### src/rtl/game_state_manager.sv
// Top-level game controller: lives, 4-digit BCD score, and the
// idle/play/invulnerable/level-done/game-over state machine. It consumes
// single-cycle hit pulses and the sewer level signal. It drives the display
// values, the player blink, and the movement enable.
// Handshake: there is no valid/ready pair. Each input pulse counts on the
// rising clk edge where it is sampled high. The result is visible on the
// outputs from that edge on, which is one cycle after the pulse was driven.
module game_state_manager #(
    parameter int INIT_LIVES    = 3,
    parameter int MAX_LIVES     = 5,
    parameter int INVULN_FRAMES = 60,
    parameter int BLINK_FRAMES  = 4,
    parameter int MONEY_POINTS  = 5,
    parameter int MINE_POINTS   = 2,
    parameter int WALL_POINTS   = 1
) (
    input  logic        clk,
    input  logic        resetN,
    input  logic        startOfFrame,
    input  logic        start_game,
    input  logic        hit_flames,
    input  logic        hit_potion,
    input  logic        hit_money,
    input  logic        hit_mine,
    input  logic        hit_wall,
    input  logic        reached_sewer,
    output logic [2:0]  game_state,
    output logic [2:0]  lives,
    output logic [15:0] score_bcd,
    output logic        player_visible,
    output logic        play_enable,
    output logic        game_over,
    output logic        level_done
);

    typedef enum logic [2:0] {
        S_IDLE       = 3'd0,
        S_PLAY       = 3'd1,
        S_INVULN     = 3'd2,
        S_LEVEL_DONE = 3'd3,
        S_GAME_OVER  = 3'd4
    } state_t;

    localparam logic [2:0] LP_INIT_LIVES = 3'(INIT_LIVES);
    localparam logic [2:0] LP_MAX_LIVES  = 3'(MAX_LIVES);
    localparam logic [7:0] LP_INVULN     = 8'(INVULN_FRAMES);
    localparam logic [3:0] LP_BLINK_LAST = 4'(BLINK_FRAMES - 1);
    localparam logic [3:0] LP_MONEY      = 4'(MONEY_POINTS);
    localparam logic [3:0] LP_MINE       = 4'(MINE_POINTS);
    localparam logic [3:0] LP_WALL       = 4'(WALL_POINTS);

    state_t      r_state;
    state_t      w_next_state;
    logic [2:0]  r_lives;
    logic [15:0] r_score;
    logic [7:0]  r_invuln_cnt;
    logic [3:0]  r_blink_cnt;
    logic        r_visible;

    logic        w_active;
    logic        w_flames_eff;
    logic        w_restart_new;
    logic [2:0]  w_lives_inc;
    logic [3:0]  w_inc;
    logic [4:0]  w_d0, w_d1, w_d2, w_d3;
    logic [15:0] w_score_sum;

    // Adds a value of at most 9 to one BCD digit. Returns {carry, digit}.
    function automatic logic [4:0] bcd_digit_add(input logic [3:0] d, input logic [3:0] a);
        logic [4:0] s;
        logic [4:0] t;
        s = {1'b0, d} + {1'b0, a};
        t = s - 5'd10;
        if (s > 5'd9) return {1'b1, t[3:0]};
        return s;
    endfunction

    assign w_active      = (r_state == S_PLAY) || (r_state == S_INVULN);
    // The sewer overrides a flame hit in the same cycle.
    assign w_flames_eff  = hit_flames && !reached_sewer;
    assign w_restart_new = start_game && ((r_state == S_IDLE) || (r_state == S_GAME_OVER));
    assign w_lives_inc   = (r_lives >= LP_MAX_LIVES) ? LP_MAX_LIVES : r_lives + 3'd1;

    assign w_inc = (hit_money ? LP_MONEY : 4'd0) + (hit_mine ? LP_MINE : 4'd0)
                 + (hit_wall ? LP_WALL : 4'd0);
    assign w_d0  = bcd_digit_add(r_score[3:0],   w_inc);
    assign w_d1  = bcd_digit_add(r_score[7:4],   {3'd0, w_d0[4]});
    assign w_d2  = bcd_digit_add(r_score[11:8],  {3'd0, w_d1[4]});
    assign w_d3  = bcd_digit_add(r_score[15:12], {3'd0, w_d2[4]});
    // A carry out of the top digit saturates the score at 9999.
    assign w_score_sum = w_d3[4] ? 16'h9999 : {w_d3[3:0], w_d2[3:0], w_d1[3:0], w_d0[3:0]};

    // State register.
    always_ff @(posedge clk or negedge resetN) begin
        if (!resetN) r_state <= S_IDLE;
        else         r_state <= w_next_state;
    end

    // Next-state logic.
    always_comb begin
        w_next_state = r_state;
        case (r_state)
            S_IDLE:       if (start_game) w_next_state = S_PLAY;
            S_PLAY: begin
                if (reached_sewer) w_next_state = S_LEVEL_DONE;
                else if (hit_flames) begin
                    if (hit_potion || (r_lives > 3'd1)) w_next_state = S_INVULN;
                    else                                w_next_state = S_GAME_OVER;
                end
            end
            S_INVULN: begin
                if (reached_sewer) w_next_state = S_LEVEL_DONE;
                else if (startOfFrame && (r_invuln_cnt <= 8'd1)) w_next_state = S_PLAY;
            end
            S_LEVEL_DONE: if (start_game) w_next_state = S_PLAY;
            S_GAME_OVER:  if (start_game) w_next_state = S_PLAY;
            default:      w_next_state = S_IDLE;
        endcase
    end

    // Output decode from registers only.
    always_comb begin
        game_state     = r_state;
        lives          = r_lives;
        score_bcd      = r_score;
        player_visible = r_visible;
        play_enable    = w_active;
        game_over      = (r_state == S_GAME_OVER);
        level_done     = (r_state == S_LEVEL_DONE);
    end

    // Lives: reload on a new game, flame damage in PLAY, potion with saturation.
    always_ff @(posedge clk or negedge resetN) begin
        if (!resetN) r_lives <= LP_INIT_LIVES;
        else if (w_restart_new) r_lives <= LP_INIT_LIVES;
        else if (r_state == S_PLAY) begin
            if (w_flames_eff && !hit_potion)      r_lives <= r_lives - 3'd1;
            else if (hit_potion && !w_flames_eff) r_lives <= w_lives_inc;
        end else if (r_state == S_INVULN && hit_potion) r_lives <= w_lives_inc;
    end

    // Score: cleared on a new game, accumulates only while play is active.
    always_ff @(posedge clk or negedge resetN) begin
        if (!resetN)            r_score <= 16'h0000;
        else if (w_restart_new) r_score <= 16'h0000;
        else if (w_active)      r_score <= w_score_sum;
    end

    // Invulnerability timer and blink phase. Both are loaded on entry, run on
    // frame pulses while INVULN persists, and are cleared in any other state.
    always_ff @(posedge clk or negedge resetN) begin
        if (!resetN) begin
            r_invuln_cnt <= 8'd0;
            r_blink_cnt  <= 4'd0;
            r_visible    <= 1'b1;
        end else if (r_state == S_PLAY && w_next_state == S_INVULN) begin
            r_invuln_cnt <= LP_INVULN;
            r_blink_cnt  <= 4'd0;
            r_visible    <= 1'b0;
        end else if (r_state == S_INVULN && w_next_state == S_INVULN) begin
            if (startOfFrame) begin
                r_invuln_cnt <= r_invuln_cnt - 8'd1;
                if (r_blink_cnt == LP_BLINK_LAST) begin
                    r_blink_cnt <= 4'd0;
                    r_visible   <= ~r_visible;
                end else begin
                    r_blink_cnt <= r_blink_cnt + 4'd1;
                end
            end
        end else begin
            r_invuln_cnt <= 8'd0;
            r_blink_cnt  <= 4'd0;
            r_visible    <= 1'b1;
        end
    end

endmodule

### config.mk
export PLATFORM = sky130hd
export DESIGN_NAME = game_state_manager
export DESIGN_NICKNAME = d
export VERILOG_FILES = /design/src/rtl/game_state_manager.sv
export SDC_FILE = /design/constraint.sdc
export NUM_CORES = 1
export LEC_CHECK = 0
export ABC_AREA = 1
export BUFFER_PORTS_ARGS = -buffer_cell sky130_fd_sc_hd__buf_2
export CAP_MARGIN = 20
export CORE_MARGIN = 8
export CORE_UTILIZATION = 25
export CTS_CLUSTER_SIZE = 24
export DETAILED_ROUTE_END_ITERATION = 8
export SLEW_MARGIN = 5
export SYNTH_ARGS = -nofsm -noshare
export SYNTH_HDL_FRONTEND = slang
export SYNTH_SLANG_ARGS = --single-unit
### constraint.sdc
create_clock -name clk -period 6.78 [get_ports clk]
set_clock_uncertainty 0.1 [all_clocks]
set_input_delay 1.356 -clock clk [delete_from_list [all_inputs] [get_ports clk]]
set_output_delay 1.356 -clock clk [all_outputs]
set_load 0.01 [all_outputs]
Word-level counts from Yosys, hierarchy flattened
Cells that the tools add are included.
Storage, ports and cells
  RAM bits: 0
  bits in latches: 0
  memories kept: 0
  output and inout port bits: 26
  register bits after elaboration: 35
  ROM bits: 0
  bits of input ports: 10
Operators by class
  $lt $le $gt $ge: 7
  divide/modulo/power cells: 0
  muxes and demuxes: 42
  shifts and indexed selects: 0
  multiply operators: 0
  add/subtract/negate cells: 14
  reductions and logical operators: 20
  bitwise logic cells: 1
  eq/ne operators: 9
Operator list (count)
  $mux W16: 3
  $mux W5: 8
  $mux W3: 13
  $mux W8: 3
  $gt A5 B4 Y1 const B: 4
  $mux W4: 4
  $sub A4 B4 Y4 const B: 4
  $add A4 B1 Y5: 3
  $eq A3 B2 Y1 const B: 3
  $mux W1: 9
  $pmux W3 S3: 1
  $le A8 B1 Y1 const B: 1
  $logic_and A1 B1 Y1: 8
  $sub A8 B1 Y8 const B: 1
  $add A4 B4 Y5: 1
  $add A3 B2 Y4: 1
  $add A4 B1 Y4: 1
  $add A4 B1 Y4 const B: 1
  $eq A4 B2 Y1 const B: 1
  $ne A4 B2 Y1 const B: 1
  $reduce_and A2 Y1: 2
  $add A3 B1 Y3 const B: 1
  $eq A3 B1 Y1 const B: 1
  $eq A3 B3 Y1 const B: 1
  other kinds (13): 17

Depth between registers and ports, before layout
Gate-level depths: netlist of the first run.
  depth in word-level cells: 22
  mapped depth: 34
  gate-level depth less buffers: 34

Least setup slack after synthesis of the first run
No wires, ideal clock.
  path kind: input to register
  start point: input hit_money
  end point: register r_score[1] (netlist: score_bcd[1])
  data arrival time: 6333 ps
  required time: 6614 ps
  buffers on the path: 0
  cell stages on the path: 34
  library setup time: 66 ps
  setup slack: 281 ps
  cells stage by stage: fa_1 -> fa_1 -> xnor2_1 -> ha_1 -> a31oi_1 -> nand2_1 -> nand2_1 -> ha_1 -> ha_1 -> xnor2_1 -> ha_1 -> inv_1 -> nand3_1 -> nand2_1 -> ha_1 -> ha_1 -> xnor2_1 -> ha_1 -> inv_1 -> nand3_1 -> nand2_1 -> ha_1 -> ha_1 -> nand2_1 -> nand2_1 -> o21ai_0 -> inv_1 -> nand2_1 -> inv_1 -> nor2_4 -> inv_2 -> a21oi_1 -> o21ai_1 -> nand2_1
Between the ends
  longest elaborated chain between the ends: 22
  elaborated cells on any way between the ends: 24
  classes of those cells: 7 x add/sub; 4 x order compare; 13 x mux
Ends and longest elaborated chain
  from (decl): line 23  | input logic hit_money,
  $mux W3 *: line 84  | assign w_inc = (hit_money ? LP_MONEY : 4'd0) + (hit_mine ? LP_MINE : 4'd0)
  $add A3 B2 Y4 *: line 84
  $add A4 B1 Y4 *: line 85  | + (hit_wall ? LP_WALL : 4'd0);
  $add A4 B4 Y5 *: line 72  | s = {1'b0, d} + {1'b0, a};
  $gt A5 B4 Y1: line 74  | if (s > 5'd9) return {1'b1, t[3:0]};
  $mux W1: line 74
  $mux W5 *: line 75  | return s;
  $add A4 B1 Y5: line 72
  [6 not listed]
  $mux W5: line 75
  $add A4 B1 Y5: line 72
  $gt A5 B4 Y1: line 74
  $mux W1: line 74
  $mux W5: line 75
  $mux W16 *: line 91  | assign w_score_sum = w_d3[4] ? 16'h9999 : {w_d3[3:0], w_d2[3:0], w_d1[3:0], w_d0[3:0]};
  $mux W16 *: line 146  | else if (w_active) r_score <= w_score_sum;
  $mux W16 *: line 145  | else if (w_restart_new) r_score <= 16'h0000;
  to (signal assigned): line 146
  to (decl): line 55  | logic [15:0] r_score;
Mark *: on every way between the ends. The rest lies on a longest branch, timed or not. The select of a mux whose other input is x is not followed.
A chain may end at the register's enable or synchronous reset.

Final worst setup path of the first run
Ends and elaborated chain as after synthesis.

==> results.sh, run 1 <==
export IMPL_synth_avg_cell_area_um2=7.66
export IMPL_critical_path_class="input pin to flop"
export IMPL_cpMostUsedCell="ha_1"
export IMPL_cts_tree="done"
export IMPL_synth_nets=350
export IMPL_relSlewSlack_pct=35.9
export IMPL_ios=36
export IMPL_synthesis_area_um2=2450
export IMPL_nets=390
export IMPL_fmax_mhz=157
export IMPL_antenna_found_initial=0
export IMPL_ys_seq_elements=35
export IMPL_synth_compound_area_share_pct=10.3
export IMPL_critPathMaxFanout=5
export IMPL_cts_buffers_inserted=5
export IMPL_holdPathStages=2
export IMPL_finalCritPeriodShare_pct=93.7
export IMPL_firstDrtPassIters=4
export IMPL_die_h_um=115
export IMPL_post_cts_buffers=0
export IMPL_whs_ns=0.376
export IMPL_port_buffers=35
export IMPL_overflow=0
export IMPL_h_tree_depth=2
export IMPL_synthSimpleGateAreaFrac_pct=28.3
export IMPL_hold_viol=0
export IMPL_p_sw_uw=581
export IMPL_synth_top_family_by_area="simple AND/OR/NAND/NOR gates"
export IMPL_drtIter0Drc=131
export IMPL_antenna_diode_count=0
export IMPL_drive_above_1_share_pct=19.1
export IMPL_ff2ff_setup_slack_ns=1.26
export IMPL_start_util_pct=25.4
export IMPL_viasPerCell=4.39
export IMPL_crit_slowest_cell="fa_1"
export IMPL_ys_seq_area_share_pct=35.9
export IMPL_hold_end="player_visible"
export IMPL_worst_r2r_path_depth=34
export IMPL_grt_pass1_wl_um=10100
export IMPL_p_comb_share_pct=57.2
export IMPL_power_density_nw_per_um2=420
export IMPL_clkSinkCount=35
export IMPL_cp_start_kind="input pin"
export IMPL_synth_warnings=0
export IMPL_max_cap_violations=0
export IMPL_grt_usage_pct=9.47
export IMPL_worst_pin_slew_ns=0.958
export IMPL_stdcell_area_um2=2940
export IMPL_synth_xor_area_share_pct=6.43
export IMPL_fp_dieArea_um2=13200
export IMPL_synth_cells=320
export IMPL_vias=2167
export IMPL_cpPeakStageDelay_ns=0.46
export IMPL_ant_nets=0
export IMPL_p_leak_uw=0.00152
export IMPL_p_total_uw=1230
export IMPL_synth_cell_types=32
export IMPL_grt_max_degree=36
export IMPL_die_x_um=115
export IMPL_r2r_start="score_bcd[0]"
export IMPL_path_clk_slew_ns=0.08
export IMPL_cts_resized=0
export IMPL_holdCritPathClass="flop to flop"
export IMPL_swShare_pct=47.1
export IMPL_rows=36
export IMPL_area_growth_pct=19.8
export IMPL_cp_required_ns=6.91
export IMPL_wl_per_cell_um=12.0
export IMPL_insertion_delay_ns=0.29
export IMPL_route_detailed_drc=0
export IMPL_layout_setup_ws_ns=0.426
export IMPL_post_route_min_period_ns=6.35
export IMPL_outcome="completed"
export IMPL_core_area_um2=9640
export IMPL_cts_root_buf="clkbuf_8"
export IMPL_holdCritStartpoint="player_visible"
export IMPL_place_gp_congestion=0.784
export IMPL_ir_drop_uv=229
export IMPL_setup_viol=0
export IMPL_dp_hpwl_um=4500
export IMPL_grt_pass1_vias=2151
export IMPL_cts_hold_buf=0
export IMPL_slew_violations=0
export IMPL_place_area_um2=2790
export IMPL_cts_path_max_buffers=2
export IMPL_power_frac_seq_pct=26.8
export IMPL_synthMuxAreaShare_pct=0
export IMPL_yosys_area_share_adder_pct=10.8
export IMPL_cp_end_kind="flop"
export IMPL_wirelength_um=5930
export IMPL_dp_worst_setup_slack_ns=-0.125
export IMPL_critPathArrivalTime_ns=6.48
export IMPL_intPower_uw=652
export IMPL_p_clk_share_pct=16.0
export IMPL_worstReg2RegEnd="score_bcd[1]"
==> worst max path at each step <==
stage,end,depth (start not counted),startpoint
6_report,score_bcd[1],35,hit_money
5_1_grt,score_bcd[1],35,hit_money
4_1_cts,score_bcd[1],35,hit_money
3_5_place_dp,score_bcd[1],35,hit_money
3_3_place_gp,score_bcd[1],35,hit_money
2_1_floorplan,score_bcd[1],34,hit_money
==> through the flow <==
step                      setup TNS [ns]  cells  util [%]
after global placement                 0    486      29.0
after global routing            -0.00281    494      30.5
final                                  0    494      30.5
after CTS                              0    494      30.2
after detailed placement          -0.335    486      29.0
after floorplan                        0    320         -
==> layout by cell type (no fill, tap or decap), drive strengths merged <==
cell	Yosys	final
nand2	80	80
inv	46	46
buf	5	39
dfrtp	32	32
nand3	30	30
nor2	23	23
o21ai	23	23
ha	18	18
xor2	11	11
a21oi	11	11
nand4	10	10
xnor2	7	7
clkbuf	1	6
nor3	6	6
a31oi	3	3
dfstp	3	3
o21a	2	2
o211ai	2	2
fa	2	2
and2	1	1
o22ai	1	1
o2111ai	1	1
a32o	1	1
nand3b	1	1
bufinv	0	1
clkinv	0	1
==> cell families after synthesis <==
| family | Yosys count |
|---|---|
| AO/OA/AOI/OAI | 44 |
| XOR/XNOR | 18 |
| adder cells (fa/ha/maj) | 20 |
| buffers and inverters | 52 |
| flip-flops | 35 |
| AND/OR/NAND/NOR | 151 |
==> sequential cells by signal, summed over array words and instances (netlist names) <==
signal and flops:
score_bcd 16, r_invuln_cnt 8, r_blink_cnt 4, game_state 3
lives 3, player_visible 1
==> area by class of cell <==
class	instances	area [um^2]
Multi-Input combinational cell	233	1390
Timing Repair Buffer	39	205
Sequential cell	35	880
Tap cell	133	166
Clock buffer	6	82.6
Fill cell	1070	6700
Inverter	46	173
Clock inverter	2	35.0
==> critical path: cells and delay by family <==
| kind | cells | cell delay (ns) |
|---|---|---|
| AO/OA/AOI/OAI | 4 | 0.47 |
| buffers and inverters | 6 | 0.46 |
| AND/OR/NAND/NOR | 11 | 0.95 |
| XOR/XNOR | 3 | 0.52 |
| adder cells (fa/ha/maj) | 11 | 2.71 |
==> metal layers <==
layer / vias up / share of wire, % / GRT usage [%]
li1: 1130 / - / -
met2: 38 / 46 / 15.2
met4: 0 / 1.4 / 4.12
met3: 5 / 4.2 / 2.05
met1: 994 / 48 / 12.0
met5: - / 0 / 0
==> synth_stat cells <==
cell type	number	area (um^2)
a21oi_2	2	17.5
xor2_1	11	96.3
nor2_4	1	11.3
nand2_2	3	18.8
buf_2	4	20.0
dfstp_2	3	78.8
o21ai_1	8	40.0
o21ai_0	15	75.1
and2_4	1	8.76
clkbuf_1	1	3.75
nor3_4	2	32.5
nand2_1	77	289
a21oi_1	9	45.0
o211ai_1	2	15.0
nand3_1	28	140
a31oi_1	3	18.8
dfrtp_1	32	801
inv_1	42	158
fa_1	2	40.0
nand3_2	2	20.0
xnor2_1	7	61.3
o2111ai_1	1	8.76
nand3b_1	1	7.51
inv_2	4	15.0
nor3_1	4	20.0
ha_1	18	225
nor2_1	22	82.6
o21a_1	2	15.0
a32o_1	1	10.0
o22ai_1	1	6.26
buf_4	1	7.51
nand4_1	10	62.6
==> power by group through the flow <==
stage | clock (uW) | sequential (uW) | combinational (uW)
floorplan | 0 | 340 | 500
finish | 197 | 330 | 706
CTS | 204 | 329 | 704
global placement | 0 | 331 | 687
global route | 214 | 339 | 820
detailed placement | 0 | 332 | 705
(Power assumes the default switching activity.)
==> inputs of run 2 (changes only) <==
- CORE_ASPECT_RATIO: unset -> 0.8
- GPL_TIMING_DRIVEN: unset -> 1
- clock period: 6.78 -> 5.9 ns (I/O delays scaled with it)
==> results.sh, run 2 (synthesis gave the netlist of run 1 again) <==
export IMPL_outcome="completed"
export IMPL_port_buffers=35
export IMPL_overflow=0
export IMPL_cp_start_kind="input pin"
export IMPL_cts_tree="done"
export IMPL_grt_busiest_layer="met2"
export IMPL_grt_usage_pct=9.75
export IMPL_route_detailed_drc=0
export IMPL_die_x_um=127
export IMPL_critPathArrivalTime_ns=5.75
export IMPL_worst_r2r_path_depth=34
export IMPL_power_frac_seq_pct=24.3
export IMPL_grt_max_degree=36
export IMPL_finalCritPeriodShare_pct=95.6
export IMPL_post_route_min_period_ns=5.64
export IMPL_critical_path_class="input pin to flop"
export IMPL_postLayoutCoreUtil_pct=33.7
export IMPL_grt_pass1_vias=2266
export IMPL_layout_cells_most_common="nand2_1"
export IMPL_p_sw_uw=727
export IMPL_vias=2273
export IMPL_fmax_mhz=177
export IMPL_critPathMaxFanout=5
export IMPL_cpMostUsedCell="ha_4"
export IMPL_h_tree_depth=2
export IMPL_setup_viol=0
export IMPL_ios=36
export IMPL_fp_dieArea_um2=13200
export IMPL_p_leak_uw=0.00160
export IMPL_cp_end_kind="flop"
export IMPL_nets=410
export IMPL_swShare_pct=45.9
export IMPL_cts_path_max_buffers=2
export IMPL_worst_pin_slew_ns=0.991
export IMPL_dp_hpwl_um=4650
export IMPL_drtIter0Drc=143
export IMPL_crit_slowest_cell="fa_2"
export IMPL_p_comb_share_pct=59.7
export IMPL_critical_path_top_delay_family="adder cells"
export IMPL_cts_root_buf="clkbuf_16"
export IMPL_rows=32
export IMPL_firstDrtPassIters=4
export IMPL_antenna_found_initial=0
export IMPL_place_gp_congestion=0.800
export IMPL_max_cap_violations=0
export IMPL_intPower_uw=855
export IMPL_core_area_um2=9610
export IMPL_relSlewSlack_pct=33.7
export IMPL_grt_pass1_wl_um=10800
export IMPL_grt_use_met1_pct=13.6
export IMPL_layout_common_cells="nand2_1, inv_1, buf_2"
export IMPL_antenna_diode_count=0
export IMPL_start_util_pct=25.5
export IMPL_ant_nets=0
export IMPL_wl_per_cell_um=12.7
export IMPL_cpPeakStageDelay_ns=0.59
export IMPL_holdPathStages=2
export IMPL_die_h_um=105
export IMPL_drive_above_1_share_pct=29.9
export IMPL_viasPerCell=4.55
export IMPL_clkSinkCount=35
export IMPL_cp_num_cells=35
export IMPL_p_total_uw=1580
export IMPL_p_clk_share_pct=16.0
export IMPL_met3_usage_pct=1.52
export IMPL_cts_buffers_inserted=5
export IMPL_insertion_delay_ns=0.27
export IMPL_wirelength_um=6330
export IMPL_area_growth_pct=32.0
export IMPL_hold_viol=0
export IMPL_ir_drop_uv=230
export IMPL_holdCritPathClass="flop to flop"
export IMPL_gr_usage_met2_pct=15.0
export IMPL_power_density_nw_per_um2=489
export IMPL_crit_buf_inv=7
export IMPL_path_clk_slew_ns=0.06
export IMPL_slew_violations=0
export IMPL_largest_reg_flops=16
export IMPL_cp_required_ns=6.01
[run 2: cell type report]
class,count,area [um^2]
clock buffers,8,136
inverters,46,175
multi-input cells,233,1540
flip-flops and latches,35,880
fillers,1001,6370
repair buffers,59,355
well taps,119,149
[run 2: metal layers]
metal  wire length, um  vias up
met1              3320     1062
met3               169        6
met2              2770       36
met5                 0        -
li1                  -     1169
met4                73        0
[run 2: worst paths after layout]
| check | startpoint | end | slack, ns |
|---|---|---|---|
| worst min-delay path | player_visible | player_visible | 0.38 |
| max in group asynchronous | resetN | lives[2] | 4.26 |
| worst max register to register | score_bcd[0] | score_bcd[1] | 0.87 |
| min in group asynchronous | resetN | r_blink_cnt[2] | 0.91 |
| worst min register to register | player_visible | player_visible | 0.38 |
| worst max-delay path | hit_wall | score_bcd[1] | 0.26 |
[run 2: what timing repair did]
action,CTS,global route
buffers inserted,0,5
endpoints found under the setup margin,0,14
hold buffers,0,0
gates resized for setup,0,27
[run 2: worst reg2reg max path, delay by kind of cell (launching register included)]
family	cells	cell delay, ns
AOI/OAI and AO/OA	4	0.44
xor gates and xnor gates	2	0.29
adders and majority gates	11	2.51
buffers and inverters	6	0.31
DFF	1	0.43
and+or+nand+nor	11	0.87
[run 2: power by group through the flow]
stage	registers, uW	logic [uW]	clock network [uW]
2_1_floorplan	391	593	0
3_3_place_gp	382	880	0
3_5_place_dp	384	888	0
4_1_cts	381	895	263
5_1_grt	397	1080	272
6_report	385	944	253
[run 2: stage by stage]
step           setup slack, ns  hold WS (ns)  area (um^2)  TNS (ns)  std cells
3_3_place_gp           -0.0780         0.366         2940    -0.530        487
5_1_grt                -0.0451         0.424         3240    -0.123        500
3_5_place_dp            -0.196         0.371         2940     -1.85        487
6_report                 0.260         0.375         3240         0        500
4_1_cts                 0.0849         0.380         3070         0        495
2_1_floorplan           0.0323         0.378         2500         0        320
